[src/rtl/mem_wb_reg.sv]
`default_nettype none
// ============================================================================
// Module   : mem_wb_reg
// Purpose  : MEM/WB pipeline register and writeback stage. It holds loads until
//            the SRAM returns data, then extends the loaded value and writes it
//            to the register file. Optional decode bypass via MEM_WB_FWD_EN.
// Revision : 1.0 - initial release
// ============================================================================
module mem_wb_reg #(
    parameter int MEM_WB_DATA = 46
) (
    input  logic                   clk,
    input  logic                   reset,
    input  logic                   mem_to_wb_reg_valid,
    output logic                   mem_wb_reg_allow_in,
    input  logic [MEM_WB_DATA-1:0] mem_data,
    input  logic [31:0]            data_sram_rdata,
    input  logic                   data_sram_rvalid,
    output logic                   rf_we,
    output logic [4:0]             rf_waddr,
    output logic [31:0]            rf_wdata,
`ifdef MEM_WB_FWD_EN
    output logic                   fwd_valid,
    output logic                   fwd_pending,
    output logic [4:0]             fwd_rd,
    output logic [31:0]            fwd_data,
`endif
    output logic [31:0]            wb_retire_cnt
);

    localparam logic [3:0] C_MEMTOREG_LOAD = 4'b0010;

    typedef enum logic [1:0] {
        S_EMPTY = 2'd0,
        S_WAIT  = 2'd1,
        S_READY = 2'd2
    } state_t;

    state_t                 r_state;
    state_t                 w_state_nxt;
    logic [MEM_WB_DATA-1:0] r_payload;
    logic [31:0]            r_retire_cnt;

    logic                   w_regwrite;
    logic [3:0]             w_memtoreg;
    logic [2:0]             w_mem_mode;
    logic                   w_read_us;
    logic [4:0]             w_rd;
    logic [31:0]            w_result;
    logic                   w_is_load;
    logic                   w_in_is_load;
    logic                   w_ready_go;
    logic                   w_allow_in;
    logic                   w_accept;
    logic [1:0]             w_off;
    logic [7:0]             w_byte;
    logic [15:0]            w_half;
    logic [31:0]            w_load_data;

    assign w_regwrite = r_payload[45];
    assign w_memtoreg = r_payload[44:41];
    assign w_mem_mode = r_payload[40:38];
    assign w_read_us  = r_payload[37];
    assign w_rd       = r_payload[36:32];
    assign w_result   = r_payload[31:0];

    assign w_is_load    = (w_memtoreg == C_MEMTOREG_LOAD);
    assign w_in_is_load = (mem_data[44:41] == C_MEMTOREG_LOAD);

    assign w_ready_go = (r_state == S_READY) ||
                        ((r_state == S_WAIT) && data_sram_rvalid);
    assign w_allow_in = (r_state == S_EMPTY) || w_ready_go;
    assign w_accept   = w_allow_in && mem_to_wb_reg_valid;

    // A commit and a new accept may share an edge; the accept takes priority.
    always_comb begin
        w_state_nxt = r_state;
        if (w_accept) begin
            w_state_nxt = w_in_is_load ? S_WAIT : S_READY;
        end else if (w_ready_go) begin
            w_state_nxt = S_EMPTY;
        end
    end

    always_ff @(posedge clk or posedge reset) begin
        if (reset) begin
            r_state <= S_EMPTY;
        end else begin
            r_state <= w_state_nxt;
        end
    end

    always_ff @(posedge clk or posedge reset) begin
        if (reset) begin
            r_payload <= '0;
        end else if (w_accept) begin
            r_payload <= mem_data;
        end
    end

    always_ff @(posedge clk or posedge reset) begin
        if (reset) begin
            r_retire_cnt <= '0;
        end else if (w_ready_go) begin
            r_retire_cnt <= r_retire_cnt + 32'd1;
        end
    end

    // Read data is used unbuffered in the rvalid cycle.
    assign w_off  = w_result[1:0];
    assign w_byte = data_sram_rdata[8*w_off +: 8];
    assign w_half = data_sram_rdata[16*w_off[1] +: 16];

    always_comb begin
        w_load_data = data_sram_rdata;
        case (w_mem_mode)
            3'b000:  w_load_data = w_read_us ? {24'd0, w_byte}
                                             : {{24{w_byte[7]}}, w_byte};
            3'b001:  w_load_data = w_read_us ? {16'd0, w_half}
                                             : {{16{w_half[15]}}, w_half};
            default: w_load_data = data_sram_rdata;
        endcase
    end

    assign mem_wb_reg_allow_in = w_allow_in;
    assign rf_we               = w_ready_go && w_regwrite && (w_rd != 5'd0);
    assign rf_waddr            = w_rd;
    assign rf_wdata            = w_is_load ? w_load_data : w_result;
    assign wb_retire_cnt       = r_retire_cnt;

`ifdef MEM_WB_FWD_EN
    assign fwd_valid   = (r_state != S_EMPTY) && w_regwrite && (w_rd != 5'd0);
    assign fwd_pending = (r_state == S_WAIT) && !data_sram_rvalid;
    assign fwd_rd      = w_rd;
    assign fwd_data    = rf_wdata;
`endif

endmodule
`default_nettype wire
[config.mk]
export PLATFORM = sky130hd
export DESIGN_NAME = mem_wb_reg
export DESIGN_NICKNAME = d
export VERILOG_FILES = /design/src/rtl/mem_wb_reg.sv
export SDC_FILE = /design/constraint.sdc
export NUM_CORES = 1
export LEC_CHECK = 0
export BUFFER_PORTS_ARGS = -buffer_cell sky130_fd_sc_hd__buf_2
export CORE_MARGIN = 2
export CORE_UTILIZATION = 50
export CTS_CLUSTER_DIAMETER = 200
export DETAILED_ROUTE_END_ITERATION = 16
export HOLD_SLACK_MARGIN = 0.05
export PLACE_DENSITY = 0.8
export SETUP_SLACK_MARGIN = 0.3
export SYNTH_ARGS = -nofsm -noshare
export SYNTH_HDL_FRONTEND = slang
export SYNTH_SLANG_ARGS = --single-unit
[constraint.sdc]
create_clock -name clk -period 2.95 [get_ports clk]
set_input_delay 0.1475 -clock clk [delete_from_list [all_inputs] [get_ports clk]]
set_output_delay 0.1475 -clock clk [all_outputs]
set_load 0.005 [all_outputs]
# Yosys cells after proc, flatten, opt, wreduce, memory -nomap -nowiden
# Cells that the tools add are included.
# W data, S select, Z words.
[totals]
inputBits = 82
out_inout_bits = 71
register_bits = 80
elab_cells = 28
[classes]
muxes = 7
add_sub_neg = 1
reduce_logical = 10
n_eq_ne = 5
shifts = 2
[op_table]
columns = ["op", "count"]
rows = [
  ["$mux W32", 3],
  ["$pmux W32 S2", 1],
  ["$add A32 B1 Y32 const B", 1],
  ["$shiftx A32 B6 Y16", 1],
  ["$shiftx A32 B6 Y8", 1],
  ["$eq A4 B2 Y1 const B", 2],
  ["$mux W2", 3],
  ["$reduce_bool A5 Y1", 1],
  ["$logic_and A1 B1 Y1", 4],
  ["$eq A3 B1 Y1 const B", 1],
  ["$logic_not A3 Y1", 1],
  ["$eq A2 B1 Y1 const B", 1],
  ["$eq A2 B2 Y1 const B", 1],
  ["$logic_not A2 Y1", 1],
  ["$logic_or A1 B1 Y1", 2],
  ["$reduce_bool A2 Y1", 1],
]

# Logic depth before layout (Yosys ltp)
# Gate-level depths: netlist of the first run.
[depth]
ltp_word = 6
depth_mapped = 7
depth_no_buf = 5

# Worst setup path before layout of the first run
# No wires, ideal clock.
[synth_path]
kind = "register -> output"
start = "register r_payload[41]"
end = "output rf_wdata[21]"
arrival_time_ns = 1.567
path_stages_with_launch = 7
slack_ns = 1.235
path_buffers = 2
cell_sequence = "dfrtp_1 > or4b_1 > buf_2 > nor3_4 > o211ai_4 > buf_6 > nand3_1"
[synth_between]
elab_chain_len = 2
[synth_lines]
columns = ["element", "line", "text"]
rows = [
  ["start: declaration", "41", "logic [MEM_WB_DATA-1:0] r_payload;"],
  ["start signal: assignment", "97", "r_payload <= mem_data;"],
  ["$eq A4 B2 Y1", "67", "assign w_is_load = (w_memtoreg == C_MEMTOREG_LOAD);"],
  ["$mux W32", "128", "assign rf_wdata = w_is_load ? w_load_data : w_result;"],
  ["end: declaration", "21", "output logic [31:0] rf_wdata,"],
]
# Every way passes these cells.

# Final worst setup path of the first run
[layout_path]
start = "register r_payload[39]"
end = "output rf_wdata[4]"
[layout_between]
elab_chain_len = 3
[layout_lines]
columns = ["element", "line", "text"]
rows = [
  ["$eq A3 B1 Y1 / $logic_not A3 Y1 (equally long branches)", "116", "case (w_mem_mode)"],
  ["$pmux W32 S2 (*)", "116", ""],
  ["$mux W32 (*)", "128", ""],
]
# Every way passes the cells marked *; elsewhere a longest branch is shown, timed or not.

==> flow_metrics.tcl, run 1 <==
set metrics [dict create \
    status "finished, final reports clean" \
    whs_endpoint "r_payload[41]" \
    grt_pass1_wl_um 20400 \
    syn_to_final_growth_pct 34.4 \
    switchingPower_uw 938 \
    crit_fanout 42 \
    start_util 0.507 \
    std_cell_rows 34 \
    core_mm2 0.00859 \
    fp.dieW_um 97.3 \
    hold_path.startpoint "mem_data[41]" \
    post_drt_via_cell_ratio 5.68 \
    dr_total_vias 4083 \
    slowest_delay_ns 0.60 \
    crit_chain "or2_2 -> a21oi_1 -> o21ai_0 -> o21ai_0 -> buf_2" \
    hold_viol_final 0 \
    die_y_um 97.3 \
    antenna_found_initial 0 \
    r2r_slack_ns 1.05 \
    cp_num_buf_inv 1 \
    total_power_mw 3.09 \
    syn-num-nets 503 \
    fillers 679 \
    worstReg2RegEnd "wb_retire_cnt[31]" \
    grt_pass1_vias 4134 \
    startpoint "r_payload[39]" \
    p_clk_frac 0.302 \
    p_leak_nw 2.76 \
    syn_area_mm2 0.00436 \
    path_clk_slew_ns 0.08 \
    cap_violations 0 \
    diodes 0 \
    p_int_mw 2.16 \
    critical-path-slowest-cell "or2_2" \
    grt_max_degree 47 \
    yosysTopAreaCell "dfrtp_1" \
    ys_types 50 \
    synth_warnings 0 \
    dr.pass1.iters 4 \
    synth-main-ff-cell "dfrtp_1" \
    synth_area_leaders "dfrtp_1, mux2_2, xnor2_1" \
    drive_above_1_share 0.386 \
    overflow 0 \
    yosysTopAreaCellShare 0.460 \
    finalNetCount 689 \
    final_max_slew_viol_count 0 \
    criticalPathCategory "reg2out" \
    drtIter0Drc 182 \
    numCtsBuffers 9 \
    dp_hpwl_um 8960 \
    hold_class "in2reg" \
    drcViolationCount 0 \
    cts_tree "yes" \
    min_period_ns 2.42 \
    design.die.area_mm2 0.00948 \
    crit_top_cell "o21ai_0" \
    netlist_instances 420 \
    track_usage 0.267 \
    slew_headroom 0.475 \
    drt-total-wl_um 12500 \
    wl_per_cell_um 17.4 \
    post-route-period-util 0.820 \
    power_density_mw_per_mm2 529 \
    cp-start-kind "register" \
    ios 153 \
    fin_tns_setup_ns 0 \
    p_comb_frac 0.253 \
    synth_edf_count 0 \
    yosys_register_bits 80 \
    vdd_ir_drop_max_mv 0.342 \
    clock-sinks 80 \
    endpoint_kind "output pin" \
    synth.most_common_cell "dfrtp_1" \
    crit_family "compound AO/OA/AOI/OAI gates" \
    port_buffers 152 \
    htree_levels 3 \
    antenna_left 0 \
    rsz0062_at_grt "no" \
    r2r_cells 4 \
    netlist_top_cells_count "dfrtp_1, mux2_2, nand2_1, nand3_1, xnor2_1" \
    worst_hold_path.num_cells 2 \
    place.gp.congestion 0.892 \
    ys_async_sr_fraction 1.00 \
    max_freq_mhz 413 \
    cts-root-buf "clkbuf_8" \
    p_sw_frac 0.303 \
    syn_area_per_cell_um2 10.4 \
    required_ns 2.80 \
    arrival_ns 2.27 \
    synth_seq_area_share 0.460 \
    r2r_start "r_state[1]" \
    clk-insertion-delay-late_ns 0.35 \
    finalSetupViolCount 0 \
    seqPwrFrac 0.445 \
    clk_path_buf_depth 2 \
    skew_ns 0.0115 \
    worst_pin_slew_ns 0.787 \
]
==> cell families (layout without fill, tap and decap cells) <==
family          after synthesis  after routing  synth area share
flops                        80             80             0.460
compound gates               59             59             0.102
simple gates                162            162             0.196
buf+inv                      36            227            0.0437
fa+ha+maj                     1              1           0.00287
mux                          51             51             0.134
xor+xnor                     31             31            0.0623
==> registers in the layout (all words and copies together) (netlist names) <==
signal / count
wb_retire_cnt: 32
r_payload: 46
r_state: 2
==> cell usage in the layout (no fill, tap or decap), types with 12 or more instances in the layout <==
cell / instances
o21ai_0: 19
mux2_2: 49
nor2_1: 12
dlygate4sd3_1: 46
nand2_1: 47
dfrtp_1: 79
nand4_1: 15
xnor2_1: 27
nand3_1: 47
buf_2: 152
==> metal layers <==
metal	share of wire	global-route usage	up-vias
met2	0.49	0.441	212
met3	0.077	0.0540	37
met5	0	0	-
met4	0.036	0.131	0
li1	-	-	1876
met1	0.40	0.335	1958
==> power groups by stage <==
stage / logic [mW] / clock network [mW] / registers (mW)
floorplan: 0.470 / 0 / 1.35
global placement: 0.714 / 0 / 1.39
detailed placement: 0.732 / 0 / 1.40
CTS: 0.781 / 0.952 / 1.38
global route: 0.858 / 0.989 / 1.40
finish: 0.783 / 0.934 / 1.38
==> stage by stage <==
step	cells	utilization	instance area [um2]	hold slack, ns	setup WS [ns]
after floorplan	420	-	4360	0.261	0.751
after global placement	657	0.601	5160	0.271	0.762
after detailed placement	657	0.601	5160	0.276	0.715
after CTS	718	0.680	5840	0.0522	0.310
after global routing	719	0.681	5850	0.0574	0.363
final	719	0.681	5850	0.0657	0.530
==> area by class of cell <==
class / instances / area, um2 / share of cell area
sequential: 80 / 2000 / 0.342
timing repair buffer: 205 / 1290 / 0.220
multi-input combinational: 304 / 2170 / 0.371
clock buffer: 12 / 155 / 0.0265
inverter: 6 / 23.8 / 0.00406
tap: 108 / 135 / 0.0231
clock inverter: 4 / 76.3 / 0.0130
==> worst max path at each step <==
stage / cells after the start / to / slack, ns
global placement: 5 / rf_wdata[4] / 0.76
global route: 5 / rf_wdata[4] / 0.36
CTS: 5 / rf_wdata[4] / 0.31
finish: 5 / rf_wdata[4] / 0.53
floorplan: 1 / r_payload[0] / 0.75
detailed placement: 5 / rf_wdata[4] / 0.72
==> what timing repair did <==
item                                   4_1_cts  5_1_grt
hold buffers                                45        1
buffers inserted                             0        0
setup endpoints to repair                    0       16
resized for setup                            0        1
endpoints found under the hold margin       84        1
Power figures use the tool's default switching activity.
==> run 2: changes to the inputs <==
--- a/config.mk
+++ b/config.mk
@@ -7,11 +7,11 @@
 export LEC_CHECK = 0
 export BUFFER_PORTS_ARGS = -buffer_cell sky130_fd_sc_hd__buf_2
 export CORE_MARGIN = 2
-export CORE_UTILIZATION = 50
+export CORE_UTILIZATION = 46
 export CTS_CLUSTER_DIAMETER = 200
 export DETAILED_ROUTE_END_ITERATION = 16
 export HOLD_SLACK_MARGIN = 0.05
-export PLACE_DENSITY = 0.8
+export PLACE_DENSITY = 0.77
 export SETUP_SLACK_MARGIN = 0.3
 export SYNTH_ARGS = -nofsm -noshare
 export SYNTH_HDL_FRONTEND = slang
==> constraint.sdc (replaced) <==
create_clock -name clk -period 2.1 [get_ports clk]
set_input_delay 0.105 -clock clk [delete_from_list [all_inputs] [get_ports clk]]
set_output_delay 0.105 -clock clk [all_outputs]
set_load 0.005 [all_outputs]
==> run 2 against run 1 <==
  * First-iteration DRC count increased by 6.0%
  * Clock skew is 0.0056 ns lower
  * Sequential cell count unchanged
  * Cell count increased by 4.3%
  * Largest cell class unchanged
  * Highest routed layer unchanged
==> flow_metrics.tcl, run 2 (synthesis gave the netlist of run 1 again) <==
set metrics [dict create \
    worst_pin_slew_ns 0.649 \
    p_clk_frac 0.257 \
    clock-sinks 80 \
    wl_per_cell_um 17.3 \
    drtIter0Drc 193 \
    seqPwrFrac 0.451 \
    power_density_mw_per_mm2 693 \
    min_period_ns 2.10 \
    criticalPathCategory "reg2out" \
    dr.pass1.iters 5 \
    numCtsBuffers 9 \
    path_clk_slew_ns 0.08 \
    slew_headroom 0.566 \
    final_cell_mix "buf_2, dfrtp_1, dlygate4sd3_1" \
    drive_above_1_share 0.432 \
    hold_class "in2reg" \
    p_sw_frac 0.317 \
    required_ns 2.00 \
    crit_fanout 8 \
    clk-insertion-delay-late_ns 0.34 \
    drcViolationCount 0 \
    post_drt_via_cell_ratio 5.62 \
    grt_pass1_vias 4082 \
    place_area_mm2 0.00524 \
    use_met1 0.312 \
    skew_ns 0.00596 \
    whs_ns 0.138 \
    ios 153 \
    status "finished, final reports clean" \
    layout_commonest_cell "buf_2" \
    dr_total_vias 4216 \
    met3_usage 0.0614 \
    p_comb_frac 0.293 \
    final_max_slew_viol_count 0 \
    drt-total-wl_um 13000 \
    finalNetCount 717 \
    vdd_ir_drop_max_mv 0.429 \
    top_register "r_payload" \
    switchingPower_mw 1.36 \
    max_freq_mhz 477 \
    design.die.area_mm2 0.0103 \
    grt_max_degree 47 \
    rsz0062_at_grt "yes" \
    clk_path_buf_depth 2 \
    endpoint_kind "output pin" \
    cap_violations 0 \
    dp_hpwl_um 8540 \
    diodes 0 \
    overflow 0 \
    cts-root-buf "clkbuf_8" \
    grtUsageMet2 0.418 \
    p_leak_nw 2.90 \
    p_int_mw 2.92 \
    die_y_um 101 \
    antenna_found_initial 0 \
    arrival_ns 1.99 \
    htree_levels 3 \
    antenna_left 0 \
    cp-start-kind "register" \
    fp.dieW_um 101 \
    largest_register_ffs 46 \
    cts_tree "yes" \
    fillers 713 \
    post-route-period-util 0.998 \
    grt_busiest_layer "met2" \
    hold_viol_final 0 \
    grt_pass1_wl_um 20100 \
    start_util 0.474 \
    std_cell_rows 35 \
    syn_to_final_growth_pct 41.6 \
    track_usage 0.249 \
    final_area_mm2 0.00617 \
    finalSetupViolCount 0 \
    place.gp.congestion 0.936 \
    port_buffers 152 \
    core_mm2 0.00920 \
]
## run 2: cell count changes in the layout (fill, tap and decap cells not counted), moves of 3 or more
cell / before / now
o21ai_0: 19 / 12
o21ai_1: 0 / 7
nand3_1: 47 / 42
buf_6: 0 / 4
nand3_2: 0 / 5
buf_4: 6 / 21
dlygate4sd3_1: 46 / 50
clkinvlp_4: 1 / 4
## run 2: metrics by stage
step	TNS, ns	instances	worst slack, ns	power (mW)	utilization
finish	0	750	0.00401	4.27	0.671
CTS	0	745	0.0419	4.25	0.661
detailed placement	0	668	0.173	3.00	0.570
global placement	0	668	0.209	2.97	0.570
global route	-1.20	750	-0.0786	4.53	0.671
floorplan	0	420	0.428	2.56	-
## run 2: critical path: stages (launching register included)
cell	delay, ns
dfrtp_2	0.47
mux4_2	0.36
nand3b_1	0.16
o21ai_4	0.35
o22a_1	0.19
buf_2	0.11
## run 2: worst paths after layout
path / startpoint / end / slack (ns) / cells after the start
max: r_payload[1] / rf_wdata[10] / 0.004 / 5
min: data_sram_rvalid / r_state[0] / 0.14 / 4
max reg2reg: r_state[0] / wb_retire_cnt[19] / 0.39 / 4
min reg2reg: wb_retire_cnt[31] / wb_retire_cnt[31] / 0.46 / 1
max in group asynchronous: reset / r_payload[21] / 1.02 / 4
min in group asynchronous: reset / r_payload[2] / 0.39 / 3
## run 2: power groups by stage
stage          Combinational, mW  Clock (mW)  Sequential [mW]
3_3_place_gp                1.04           0             1.93
3_5_place_dp                1.06           0             1.94
5_1_grt                     1.36        1.22             1.95
6_report                    1.25        1.10             1.92
4_1_cts                     1.20        1.14             1.91
2_1_floorplan              0.660           0             1.89
## run 2: timing repair
action,in CTS,in global routing
pin swaps,12,4
resized for setup,15,18
cloned,1,1
setup buffers,10,4
endpoints found under the setup margin,33,84
hold endpoints to repair,74,0
hold buffers,50,0
## run 2: cell type report
class                      instances  area, um2  share of cell area
multi-input combinational        305       2270               0.368
sequential                        80       2010               0.325
timing repair buffer             232       1530               0.249
tap                              111        139              0.0225
clock buffer                      10        128              0.0207
clock inverter                     6       60.1             0.00974
inverter                           6       30.0             0.00487
## run 2: layer usage
metal  wire, um  up-vias  part of all wire
li1           -     1927                 -
met1       5160     2018              0.40
met2       6310      246              0.49
met3       1220       25             0.094
met4        276        0             0.021
met5          0        -                 0
